File: src/rtl/text_pkg.sv
// text_pkg: shared constants, FSM state type and the glyph table
// for the text character source.
package text_pkg;

  localparam int TEXT_ADDR_W = 12;
  localparam int TEXT_CODE_W = 7;
  localparam int TEXT_LINE_W = 4;
  localparam int TEXT_CELLS  = 4096;
  localparam int FONT_AW     = TEXT_CODE_W + TEXT_LINE_W;

  localparam logic [TEXT_CODE_W-1:0] CLEAR_CODE = 7'h20;

  localparam int unsigned TEXT_BLINK_DIV = 32_500_000;

  typedef enum logic {
    ST_IDLE,
    ST_CLEAR
  } text_fsm_t;

  // Space, control codes and DEL are blank. Printable codes without
  // a drawn glyph render as a hollow box so they stay visible.
  function automatic logic [7:0] font_row(
    input logic [TEXT_CODE_W-1:0] code,
    input logic [TEXT_LINE_W-1:0] line
  );
    logic [7:0] r;
    r = 8'h00;
    if (code > 7'h20 && code != 7'h7F) begin
      case (code)
        7'h41: begin
          case (line)
            4'd2:    r = 8'h10;
            4'd3:    r = 8'h38;
            4'd4:    r = 8'h6C;
            4'd5,
            4'd6:    r = 8'hC6;
            4'd7:    r = 8'hFE;
            4'd8,
            4'd9,
            4'd10,
            4'd11:   r = 8'hC6;
            default: r = 8'h00;
          endcase
        end
        7'h42: begin
          case (line)
            4'd2:    r = 8'hFC;
            4'd3,
            4'd4,
            4'd5:    r = 8'h66;
            4'd6:    r = 8'h7C;
            4'd7,
            4'd8,
            4'd9,
            4'd10:   r = 8'h66;
            4'd11:   r = 8'hFC;
            default: r = 8'h00;
          endcase
        end
        default: begin
          case (line)
            4'd2,
            4'd11:   r = 8'h7E;
            4'd3,
            4'd4,
            4'd5,
            4'd6,
            4'd7,
            4'd8,
            4'd9,
            4'd10:   r = 8'h42;
            default: r = 8'h00;
          endcase
        end
      endcase
    end
    return r;
  endfunction

endpackage

File: src/rtl/font_rom.sv
// font_rom: 2048x8 synchronous glyph ROM, one-cycle registered output.
// Ports: clk, rst_n (async, low), addr_i = {code, line}, data_o = row.
module font_rom
  import text_pkg::*;
(
  input  logic               clk,
  input  logic               rst_n,
  input  logic [FONT_AW-1:0] addr_i,
  output logic [7:0]         data_o
);

  logic [7:0] data_q;

  always_ff @(posedge clk or negedge rst_n) begin
    if (!rst_n) begin
      data_q <= 8'h00;
    end else begin
      data_q <= font_row(addr_i[FONT_AW-1:TEXT_LINE_W],
                         addr_i[TEXT_LINE_W-1:0]);
    end
  end

  assign data_o = data_q;

endmodule

File: config.mk
export PLATFORM = sky130hd
export DESIGN_NAME = font_rom
export DESIGN_NICKNAME = d
export VERILOG_FILES = /design/src/rtl/text_pkg.sv /design/src/rtl/font_rom.sv
export SDC_FILE = /design/constraint.sdc
export NUM_CORES = 1
export LEC_CHECK = 0
export BUFFER_PORTS_ARGS = -buffer_cell sky130_fd_sc_hd__buf_2
export CORE_MARGIN = 4
export CORE_UTILIZATION = 43
export DETAILED_ROUTE_END_ITERATION = 16
export GPL_TIMING_DRIVEN = 0
export MAX_ROUTING_LAYER = met4
export PLACE_DENSITY = 0.76
export SLEW_MARGIN = 15
export SYNTH_ARGS = -nofsm -noshare
export SYNTH_HDL_FRONTEND = slang
export SYNTH_SLANG_ARGS = --single-unit
File: constraint.sdc
create_clock -name clk -period 0.8 [get_ports clk]
set_clock_uncertainty 0.15 [all_clocks]
set_input_delay 0.08 -clock clk [delete_from_list [all_inputs] [get_ports clk]]
set_output_delay 0.08 -clock clk [all_outputs]
set_load 0.01 [all_outputs]
==> summary.txt <==
Power and ir drop
  – Internal power: 721.7 uW
  – Sequential share of power: 36.6%
  – Net Switching: 306.6 uW
  – Sw frac: 29.81%
  – Combinational Power Share: 32.9%
  – VDD IR max: 0.4148 mV
  – Clock power share: 30.5%
  – Lkg Pwr: 0.0004311 uW
  – Power Density: 1084 nW/um2

Logic synthesis
  – Post-Syn Nets: 88
  – Netlist Area Pre-Place: 625.6 um2
  – Cell variety after synth: 33
  – Synth top area cells: dfrtp_1 28%, ha_1 8.0%, nor4b_4 7.6%, o21ai_0 7.2%, nand2_1 5.4%
  – Sequential area share after synthesis: 28.00%
  – Syn_area_per_cell: 8.811 um2
  – Yosys warns: 0
  – #FFs+latches synth: 7
  – Top cell type's share of synthesized area: 28.00%
  – Yosys top cell by area: dfrtp_1
  – Post-Syn Instances: 71

Floorplanning
  – Die area: 2129 um2
  – Initial Util: 46.90%
  – Core Region: 1334 um2
  – Chip Width: 46.14 um
  – DIE HEIGHT: 46.14 um
  – # rows: 13
  – Ports: 21

Drt
  – Final ANT Viol Nets: 0
  – Drt wl/cell: 15.82 um
  – Vias per inst: 5.778
  – Number of detailed-route iterations in the first pass: 4
  – # DRC: 0
  – Initial drt markers: 31
  – Routed vias: 676
  – DRT Wirelength: 1851 um

Cells and area
  – Most common cell after layout, fill and taps aside: buf_2
  – Share of cells above drive strength 1: 49.02%
  – Fill cell count: 119
  – Max reg flops: 7
  – Design Area, Final: 948.4 um2
  – N_diodes: 0
  – Area Overhead vs Synth: 51.60%
  – Nets: 120
  – Most frequent cells in the layout: 13 x buf_2, 10 x buf_4, 9 x nand2_1
  – Final core utilization: 71.11%

Critical path
  – Critical Setup Path Class: primary input to flip-flop
  – Type of origin of the critical path: primary input
  – Crit end category: flip-flop
  – CP Max Fanout: 4
  – WP data arrival: 1130 ps
  – CP Data Required Time: 770 ps

GRT
  – Overflow after GRT: 0
  – Initial antenna violation count: 0
  – Vias in the first global route: 586
  – Global-route wire length before repair: 2497 um
  – Largest net degree at the start of global routing: 11
  – Total Routing Usage GR: 16.80%

Placed design
  – Detailed placement HPWL: 1118 um
  – RD Place Congestion: 0.8548
  – Buffers on Ports: 19
  – Cell area after placement: 744.5 um2

CTS
  – Clk buf depth: 2
  – CTS H-Tree Depth: 1
  – Clk root buf: clkbuf_4
  – CTS Sinks: 7
  – Clk pin slew, worst setup/hold paths: 50 ps
  – CTS buffer count: 3
  – CTS tree: yes

Timing
  – Final Max Tran Viols: 0
  – Unrepaired setup endpoints after global routing: yes
  – Final setup fails: 14
  – FMAX: 0.8646 GHz
  – Hold Vio Cnt, Final: 0
  – Final worst slack: -356.6 ps
  – Final worst-path cycle share: 144.6%
  – Tmin final: 1157 ps

Run
  – # Max-Cap Violations: 0

Status
  – Run status: complete, but fails checks
  – Failing checks: setup timing

Min path
  – Worst Hold Class: primary input to asynchronous set/reset pin
final cells by class:
type	instances	area, um2	area share [%]
repair buffers	27	207.7	21.90
well taps	15	18.77	1.979
flip-flops and latches	7	175.2	18.47
plain buffers	3	17.52	1.847
inverters	3	11.26	1.187
clock buffers	4	26.28	2.770
multi-input cells	58	491.7	51.85
what timing repair did:
action | 4_1_cts | 5_1_grt
resized for setup | 16 | 16
pin swaps | 6 | 4
endpoints found under the setup margin | 14 | 14
hold buffers | 1 | 0
setup buffers | 3 | 4
hold endpoints to repair | 8 | 0
power groups by stage:
| stage | logic (uW) | registers (uW) | clock network (uW) |
|---|---|---|---|
| floorplan | 127 | 394 | 0 |
| global placement | 236 | 382 | 0 |
| detailed placement | 245 | 382 | 0 |
| CTS | 283 | 376 | 325 |
| global route | 363 | 377 | 361 |
| finish | 338 | 376 | 314 |
cells by family after synthesis:
group / Yosys count / share of synthesized area (%)
AND/OR/NAND/NOR: 28 / 32.00
AO/OA/AOI/OAI: 23 / 23.60
flip-flops: 7 / 28.00
buffers and inverters: 6 / 4.600
adder cells (fa/ha/maj): 4 / 8.000
other: 1 / 0.5994
XOR/XNOR: 1 / 1.400
multiplexers: 1 / 1.800
metrics by stage:
stage          worst slack [ps]  power (uW)  setup TNS [ps]  instances  hold slack, ps
2_1_floorplan            -289.9       520.3           -1844         71          -365.6
3_3_place_gp             -529.9       617.4           -3540        105          -241.5
3_5_place_dp             -569.9       626.7           -3735        105          -235.9
4_1_cts                  -266.7       984.4           -2681        113          -22.68
5_1_grt                  -331.2        1101           -3552        117           34.68
6_report                 -356.6        1028           -3130        117           38.94
routing by layer:
metal | wire length [um] | global-route usage (%)
met5 | 0 | -
met4 | 70 | 13.07
met3 | 157 | 3.516
met2 | 845 | 24.18
met1 | 778 | 20.00
critical path, cell delays in order:
cell and delay (ps):
buf_4 110, or3b_4 410, nor3_4 240, nand3_1 130, o211a_1 160
path summary, 6_finish.rpt:
path | from | to | slack (ps)
worst max-delay path | addr_i[10] | data_o[1]$_DFF_PN0_ | -360
worst min-delay path | rst_n | data_o[5]$_DFF_PN0_ | 40
max in group asynchronous | rst_n | data_o[1]$_DFF_PN0_ | 310
min in group clk | addr_i[2] | data_o[7]$_DFF_PN0_ | 50
synthesized netlist by cell type:
cell and number:
a21oi_1 6, or3b_4 1, nand2_1 9, o211ai_1 1
or3_1 1, nor2_1 2, buf_2 2, a211oi_1 1
a221oi_1 1, nor2b_1 1, nand3_1 2, dfrtp_1 7
buf_4 1, nor3_1 1, o2bb2ai_2 1, ha_1 4
and2b_1 1, o21ai_2 1, o211a_1 1, a31oi_1 1
inv_1 3, nand2b_1 2, xnor2_1 1, or2_1 1
nand4_1 1, conb_1 1, mux2_2 1, nor3b_1 2
and2b_2 1, nor3_4 1, nor4b_4 2, o21ai_0 9
a32oi_1 1
No activity file was read; power rests on OpenSTA's default activity.
